### src/rtl/lsu_pkg.sv
// lsu_pkg: shared size encoding, FSM states and latency limit for the LSU memory port.
package lsu_pkg;
  typedef enum logic [1:0] {SZ_B = 2'd0, SZ_H = 2'd1, SZ_W = 2'd2, SZ_ILL = 2'd3} size_e;
  typedef enum logic [1:0] {S_IDLE, S_WAIT, S_ACCESS, S_RESP} state_e;
  localparam int unsigned LAT_MAX = 15;
endpackage

### src/rtl/lsu_lane_align.sv
// lsu_lane_align: byte-lane mask, store replication and load extraction/extension.
module lsu_lane_align
  import lsu_pkg::*;
(
  input  logic [1:0]  addr_lo,
  input  size_e       size,
  input  logic        uns,
  input  logic [31:0] wdata,
  input  logic [31:0] rdata,
  output logic [3:0]  wmask,
  output logic [31:0] wdata_rep,
  output logic [31:0] rdata_ext
);
  logic [31:0] sh;
  always_comb begin
    sh = rdata >> {addr_lo, 3'b000};
    // Shifting a 4-bit mask drops lanes past byte 3 for misaligned halves.
    wmask = size == SZ_B ? 4'b0001 << addr_lo : size == SZ_H ? 4'b0011 << addr_lo :
            size == SZ_W ? 4'b1111 : 4'b0000;
    wdata_rep = size == SZ_B ? {4{wdata[7:0]}} : size == SZ_H ? {2{wdata[15:0]}} : wdata;
    rdata_ext = size == SZ_B ? {{24{~uns & sh[7]}}, sh[7:0]} :
                size == SZ_H ? {{16{~uns & sh[15]}}, sh[15:0]} : sh;
  end
endmodule

### src/rtl/lsu_mem_port.sv
// lsu_mem_port: single-outstanding load/store port with LAT wait cycles before each access.
// Define LSU_MISALIGN_CHECK_EN to fault misaligned half/word accesses.
module lsu_mem_port
  import lsu_pkg::*;
#(
  parameter int unsigned LAT       = 1,
  parameter logic [31:0] IDLE_ADDR = 32'h8000_0000
) (
  input  logic        clk,
  input  logic        rst,
  input  logic        req_valid,
  output logic        req_ready,
  input  logic        req_wen,
  input  logic [31:0] req_addr,
  input  logic [31:0] req_wdata,
  input  logic [1:0]  req_size,
  input  logic        req_unsigned,
  output logic        resp_valid,
  input  logic        resp_ready,
  output logic [31:0] resp_rdata,
  output logic        resp_err,
  output logic [31:0] mem_raddr,
  input  logic [31:0] mem_rdata,
  output logic        mem_wen,
  output logic [31:0] mem_waddr,
  output logic [31:0] mem_wdata,
  output logic [3:0]  mem_wmask
);
  localparam logic [3:0] LAT_INIT = LAT > 0 ? 4'(LAT - 1) : 4'd0;
  state_e      state_q, state_d;
  size_e       size_q, size_d;
  logic [3:0]  cnt_q, cnt_d;
  logic        wen_q, wen_d, uns_q, uns_d, err_q, err_d;
  logic [31:0] addr_q, addr_d, wdata_q, wdata_d, rdata_q, rdata_d;
  logic        fault, access, ld_access, st_access;
  logic [3:0]  lane_mask;
  logic [31:0] lane_wdata, lane_rdata;
`ifdef LSU_MISALIGN_CHECK_EN
  assign fault = req_size == SZ_ILL || (req_size == SZ_H && req_addr[0]) ||
                 (req_size == SZ_W && req_addr[1:0] != 2'b00);
`else
  assign fault = req_size == SZ_ILL;
`endif
  lsu_lane_align u_align (
    .addr_lo  (addr_q[1:0]),
    .size     (size_q),
    .uns      (uns_q),
    .wdata    (wdata_q),
    .rdata    (mem_rdata),
    .wmask    (lane_mask),
    .wdata_rep(lane_wdata),
    .rdata_ext(lane_rdata)
  );
  always_comb begin
    state_d = state_q;
    cnt_d   = cnt_q;
    wen_d   = wen_q;
    addr_d  = addr_q;
    wdata_d = wdata_q;
    size_d  = size_q;
    uns_d   = uns_q;
    rdata_d = rdata_q;
    err_d   = err_q;
    case (state_q)
      S_IDLE: if (req_valid) begin
        wen_d   = req_wen;
        addr_d  = req_addr;
        wdata_d = req_wdata;
        size_d  = size_e'(req_size);
        uns_d   = req_unsigned;
        rdata_d = '0;
        err_d   = fault;
        cnt_d   = LAT_INIT;
        state_d = fault ? S_RESP : LAT > 0 ? S_WAIT : S_ACCESS;
      end
      S_WAIT: begin
        cnt_d   = cnt_q == 4'd0 ? 4'd0 : cnt_q - 4'd1;
        state_d = cnt_q == 4'd0 ? S_ACCESS : S_WAIT;
      end
      S_ACCESS: begin
        rdata_d = wen_q ? 32'd0 : lane_rdata;
        state_d = S_RESP;
      end
      S_RESP: state_d = resp_ready ? S_IDLE : S_RESP;
      default: state_d = S_IDLE;
    endcase
  end
  always_ff @(posedge clk) begin
    if (rst) begin
      state_q <= S_IDLE;
      cnt_q   <= '0;
      wen_q   <= 1'b0;
      addr_q  <= '0;
      wdata_q <= '0;
      size_q  <= SZ_B;
      uns_q   <= 1'b0;
      rdata_q <= '0;
      err_q   <= 1'b0;
    end else begin
      state_q <= state_d;
      cnt_q   <= cnt_d;
      wen_q   <= wen_d;
      addr_q  <= addr_d;
      wdata_q <= wdata_d;
      size_q  <= size_d;
      uns_q   <= uns_d;
      rdata_q <= rdata_d;
      err_q   <= err_d;
    end
  end
  assign access     = state_q == S_ACCESS;
  assign ld_access  = access && !wen_q;
  assign st_access  = access && wen_q;
  assign req_ready  = state_q == S_IDLE;
  assign resp_valid = state_q == S_RESP;
  assign resp_rdata = rdata_q;
  assign resp_err   = err_q;
  assign mem_raddr  = ld_access ? {addr_q[31:2], 2'b00} : IDLE_ADDR;
  assign mem_waddr  = access ? {addr_q[31:2], 2'b00} : 32'd0;
  assign mem_wen    = st_access && !rst;
  assign mem_wmask  = st_access ? lane_mask : 4'd0;
  assign mem_wdata  = st_access ? lane_wdata : 32'd0;
endmodule

### config.mk
export PLATFORM = sky130hd
export DESIGN_NAME = lsu_mem_port
export DESIGN_NICKNAME = d
export VERILOG_FILES = /design/src/rtl/lsu_pkg.sv /design/src/rtl/lsu_lane_align.sv /design/src/rtl/lsu_mem_port.sv
export SDC_FILE = /design/constraint.sdc
export NUM_CORES = 1
export LEC_CHECK = 0
export BUFFER_PORTS_ARGS = -buffer_cell sky130_fd_sc_hd__clkbuf_2
export CAP_MARGIN = 15
export CORE_ASPECT_RATIO = 0.5
export CORE_MARGIN = 1.5
export CORE_UTILIZATION = 25
export DETAILED_ROUTE_END_ITERATION = 10
export PLACE_DENSITY = 0.47
export SYNTH_ARGS = -nofsm -noshare
export SYNTH_HDL_FRONTEND = slang
export SYNTH_HIERARCHICAL = 1
export SYNTH_SLANG_ARGS = --single-unit
### constraint.sdc
create_clock -name clk -period 2.2 [get_ports clk]
set_input_delay 0.44 -clock clk [delete_from_list [all_inputs] [get_ports clk]]
set_output_delay 0.44 -clock clk [all_outputs]
set_load 0.005 [all_outputs]
Word-level counts from Yosys, hierarchy flattened
Index checks and enable logic that the tools add are counted.
Storage, ports and cells
  word-level logic and storage cells: 58
  bits in read-only memories: 0
  output and inout port bits: 136
  memory bits (writable): 0
  bits of input ports: 104
  register bits after elaboration: 107
  latch bits: 0
  memories kept: 0
Cells by class
  multipliers: 0
  order comparisons: 0
  $add $sub $neg: 1
  muxes and demuxes: 22
  divide/modulo/power cells: 0
  shift-type cells: 3
  eq/ne operators: 7
  reduce and logical (&&, ||, !) cells: 13
  bitwise logic cells: 3
Operators with widths (count)
  2-to-1 mux 32 bit: 9
  case mux 32 bit (2 select lines): 1
  >> shifter 32 x 5 -> 32 bit: 1
  2-to-1 mux 4 bit: 6
  equality test 2 bit (second input constant): 4
  2-to-1 mux 2 bit: 4
  case mux 2 bit (4 select lines): 1
  case mux 4 bit (2 select lines): 1
  AND reduction 2 bit: 3
  equality test 2 x 1 -> 1 bit (second input constant): 2
  logical NOT 2 bit: 2
  logical NOT 4 bit: 1
  nonzero test 2 bit: 2
  << shifter 1 x 2 -> 4 bit (first input constant): 1
  << shifter 2 x 2 -> 4 bit (first input constant): 1
  subtractor 4 x 1 -> 4 bit (second input constant): 1
  logical AND 1 bit: 3
  bitwise AND 1 bit: 2
  logical NOT 1 bit: 2
  != test 2 bit (second input constant): 1
  NOT 1 bit: 1

Longest topological paths before layout
  depth after elaboration: 6
  mapped depth: 8
  mapped depth without buffers: 6

By module
Netlist, hierarchy kept.
Modules (own cells, without submodules)
  lsu_mem_port: area each 4471.8 um^2, cells each 567, sequential area each 2142.1 um^2, times used 1
  lsu_lane_align: area each 1327.5 um^2, cells each 187, sequential area each 0.0 um^2, times used 1

Worst setup path before layout
Ideal clock, no wire load.
  kind: register to output
  start point: register size_q[0]
  end point: output port mem_wdata[15]
  buffers on the path: 2
  data required time: 1.760 ns
  stages on the path, launching flop included: 6
  arrival time: 1.464 ns
  slack: 0.296 ns
  cell sequence: dfxtp_1 buf_2 nor2_4 clkbuf_1 mux2_1 and3_1
Between the ends
  word-level cells in the longest chain between the ends: 3
Ends and longest elaborated chain
  start, declared: line lsu_mem_port.sv:31  | size_e size_q, size_d;
  start signal, assigned: line lsu_mem_port.sv:105  | size_q <= size_d;
  logical NOT 2 bit: line lsu_lane_align.sv:20  | wdata_rep = size == SZ_B ? {4{wdata[7:0]}} : size == SZ_H ? {2{wdata[15:0]}} : wdata;
  2-to-1 mux 32 bit: line lsu_lane_align.sv:20
  net lane_wdata[15]: line lsu_mem_port.sv:37  | logic [31:0] lane_wdata, lane_rdata;
  2-to-1 mux 32 bit: line lsu_mem_port.sv:122  | assign mem_wdata = st_access ? lane_wdata : 32'd0;
  end, declared: line lsu_mem_port.sv:26  | output logic [31:0] mem_wdata,
The timed path passes the listed nets, and every way through them passes these cells.

Worst setup path in the final report
  start point: register size_q[1]
  end point: output port mem_wdata[23]
Between the ends
  word-level cells in the longest chain between the ends: 4
  elaborated cells on any way between the ends: 5
  classes of those cells: eq/ne: 1; mux: 3; reduce/logical: 1
Ends and longest elaborated chain (line)
  equality test 2 x 1 -> 1 bit: lsu_lane_align.sv:20
  2-to-1 mux 32 bit: lsu_lane_align.sv:20
  2-to-1 mux 32 bit *: lsu_lane_align.sv:20
  net lane_wdata[23]: lsu_mem_port.sv:37
  2-to-1 mux 32 bit *: lsu_mem_port.sv:122
The timed path passes the listed nets; every way through them passes the cells marked *.

==> results.md <==
* Fill cells at roughly 2,500
* Power density over the cells at ~780 mW/mm2
* Unrepaired setup endpoints after global routing: false
* Sequential cell area at ~0.0021 mm2
* Largest net degree at the start of global routing at approximately 70
* CTS sink count at around 110
* Most area-hungry cell type in the Yosys netlist: dfxtp_1
* Ys async rst share at 0%
* Worst Skew at between 0.01 and 0.015 ns
* Share of layout cells above drive strength 1 at between 30% and 40%
* CTS root buf: clkbuf_16
* Slew margin rel. at 64.21%
* Worst Path Arrival at between 1.5 and 2 ns
* Num CTS Buffers at 9
* Worst-path clk slew at 0.08 ns
* Outcome: finished clean
* Count leader, synth: nand2_1
* Synth Register Bits at approximately 110
* Multi-input logic area at 0.003272 mm2
* Post-synth top flop: dfxtp_1
* Hold Path Stages at 3
* FF-to-FF Start: addr_q[0]
* Final setup margin at about 0.075 ns
* Netlist cell types at 50
* Routability Congestion at around 0.8
* Final WL at ~20 mm
* Overflow after GRT at 0
* Chip height at between 100 and 150 um
* DIE WIDTH at 218.4 um
* Routed via count at 5,793
* Period utilization at slightly below 100%
* Maximum clock rate at 470.5 MHz
* Total GRT Usage at 16.24%
* Cells after Synth at between 700 and 800
* Synth warn at 6
* Post-synth EDFFs at 0
* Initial Util at around a quarter
* Pre-CTS setup slack at ~0.28 ns
* Io pins at 240
* Hold EP: wdata_q[25]
* Std cell rows at 39
* CTS tree: done
* Clk_lat worst skew at ~0.36 ns
* Final setup vio count at 0
* Worst hold path class: in2reg
* Share of the synthesized area in the top cell type at a little under two fifths
* Crit path capture type: output pin
* Buffers on Ports at ~240
* Mapped cell area at approximately 0.0058 mm2
* Nets at around 1,100
* DR WL/cell at between 15 and 20 um
* Hold_ws at approximately 0.29 ns
* Register area share after synthesis at a little under two fifths
* Initial antenna violation count at 0
* Htree depth at 3
* Mean area per synthesized cell at between 7 and 8 um2
* Avg Vias per Cell at between 4 and 5
* Top cells by count, synth: 155 x nand2_1, 107 x dfxtp_1, 88 x a21oi_1, 66 x and2_1, 53 x nor2_1
* Hold Startpoint: req_wdata[25]
* Longest Clk Path Bufs at 2
* Area Overhead vs Synth at 30.72%
* Final setup TNS at 0 ns
* Worst slew pin tran at between 0.5 and 0.6 ns
* Worst r2r dst: resp_rdata[15]
* Final Max Tran Viols at 0
* Worst Setup Start Kind: flip-flop
* Residual DRC at 0
* First-pass GRT wire length at around 30 mm
* Max Cap Viol at 0
* Die area at 0.02418 mm2
* Vias in the first global route at between 5,000 and 6,000
* FF-to-FF path depth at 6
* Peak VDD IR at ~0.33 mV
* Inserted Diodes at 0
* Reg2reg setup slack at roughly 0.37 ns
* Total power at between 0.005 and 0.006 W
* Core area at 0.02279 mm2
* Critical path class: reg2out
* Crit path max fanout at 25
* Minimum clock period at 2.125 ns
* Hold Fails Final Rpt at 0
* Hold-fix buffers, CTS at 0
* Synth top area cells: dfxtp_1 37%, nand2_1 10%, a21oi_1 7.6%, and2_1 7.1%, mux2i_1 4.7%
* DRT iter0 DRCs at between 300 and 400
* Leak at ~3.5 nW
* Detailed Place HPWL at between 10 and 15 mm
* Req. time, crit path at ~1.8 ns
* DRT antenna net count at 0
* Pre-antenna DRT Iters at 5
kinds of logic (layout without fill, tap and decap cells):
group                    Yosys count  in the layout  synth area share (%)
multiplexers                      44             44                 8.155
AND/OR/NAND/NOR                  341            341                 28.61
buffers and inverters             83            280                 7.141
adder cells (fa/ha/maj)            5              5                 1.079
flip-flops                       107            107                 36.94
AO/OA/AOI/OAI                    173            173                 18.02
other                              1              4               0.06466
critical path, stage by stage, from the launching register on:
cell      delay (ns)
dfxtp_2         0.47
buf_12          0.21
mux2_2          0.34
and3_1          0.18
clkbuf_2        0.11
state kept, by name (all words and copies together) (netlist names), 2 cells and up:
| register | flops |
|---|---|
| addr_q | 32 |
| resp_rdata | 32 |
| wdata_q | 32 |
| cnt_q | 4 |
| size_q | 2 |
| state_q | 2 |
layer usage:
metal	GRT usage, %	up-vias	routed length, um
met1	22.18	2748	9474
met3	3.484	15	749
met5	0	-	0
met2	26.24	123	9462
met4	3.310	0	220
li1	-	2907	-
report_power, final:
group / internal, W / switching (W) / total [W]
Clock: 0.00115 / 0.000789 / 0.00193
Combinational: 0.000696 / 0.000978 / 0.00167
Sequential: 0.00214 / 0.000182 / 0.00232
worst max-delay path by stage:
stage | start | end | slack (ns) | cells after the start
2_1_floorplan | size_q[0] | mem_wdata[15] | 0.30 | 5
3_3_place_gp | size_q[1] | mem_wdata[23] | 0.31 | 4
3_5_place_dp | mem_rdata[31] | resp_rdata[18] | 0.28 | 7
4_1_cts | addr_q[1] | mem_wmask[2] | 0.006 | 6
5_1_grt | size_q[1] | mem_wdata[23] | 0.01 | 4
6_report | size_q[1] | mem_wdata[23] | 0.07 | 4
stage by stage:
stage          utilization [%]  instances  area (um2)
2_1_floorplan                -        757        5811
3_3_place_gp             31.61       1244        7203
3_5_place_dp             31.61       1244        7203
4_1_cts                  33.25       1261        7577
5_1_grt                  33.27       1261        7581
6_report                 33.27       1261        7581
cells in the final DEF, fill, tap and decap left out, types with 4 or more instances in the layout:
cell type,n
clkbuf_2,234
nand2_1,155
dfxtp_1,103
a21oi_1,88
and2_1,66
nor2_1,53
and3_1,37
a22oi_1,32
mux2i_1,27
buf_4,20
mux2_2,15
o21ai_0,14
o21a_1,14
nor2b_1,9
clkbuf_16,9
a211oi_1,8
inv_1,5
ha_1,5
conb_1,4
buf_12,4
o21ai_1,4
area by class of cell:
cell class / instances / share of cell area [%]
timing repair buffer: 258 / 18.48
multi-input combinational: 567 / 43.16
clock inverter: 6 / 1.485
inverter: 6 / 0.2971
tap: 307 / 5.067
sequential: 107 / 28.35
clock buffer: 10 / 3.152
timing repair:
action | in CTS | in global routing
pin swaps | 1 | 0
buffers inserted | 1 | 0
gates resized for setup | 2 | 2
endpoints found under the setup margin | 18 | 2
Power figures use the tool's default switching activity.
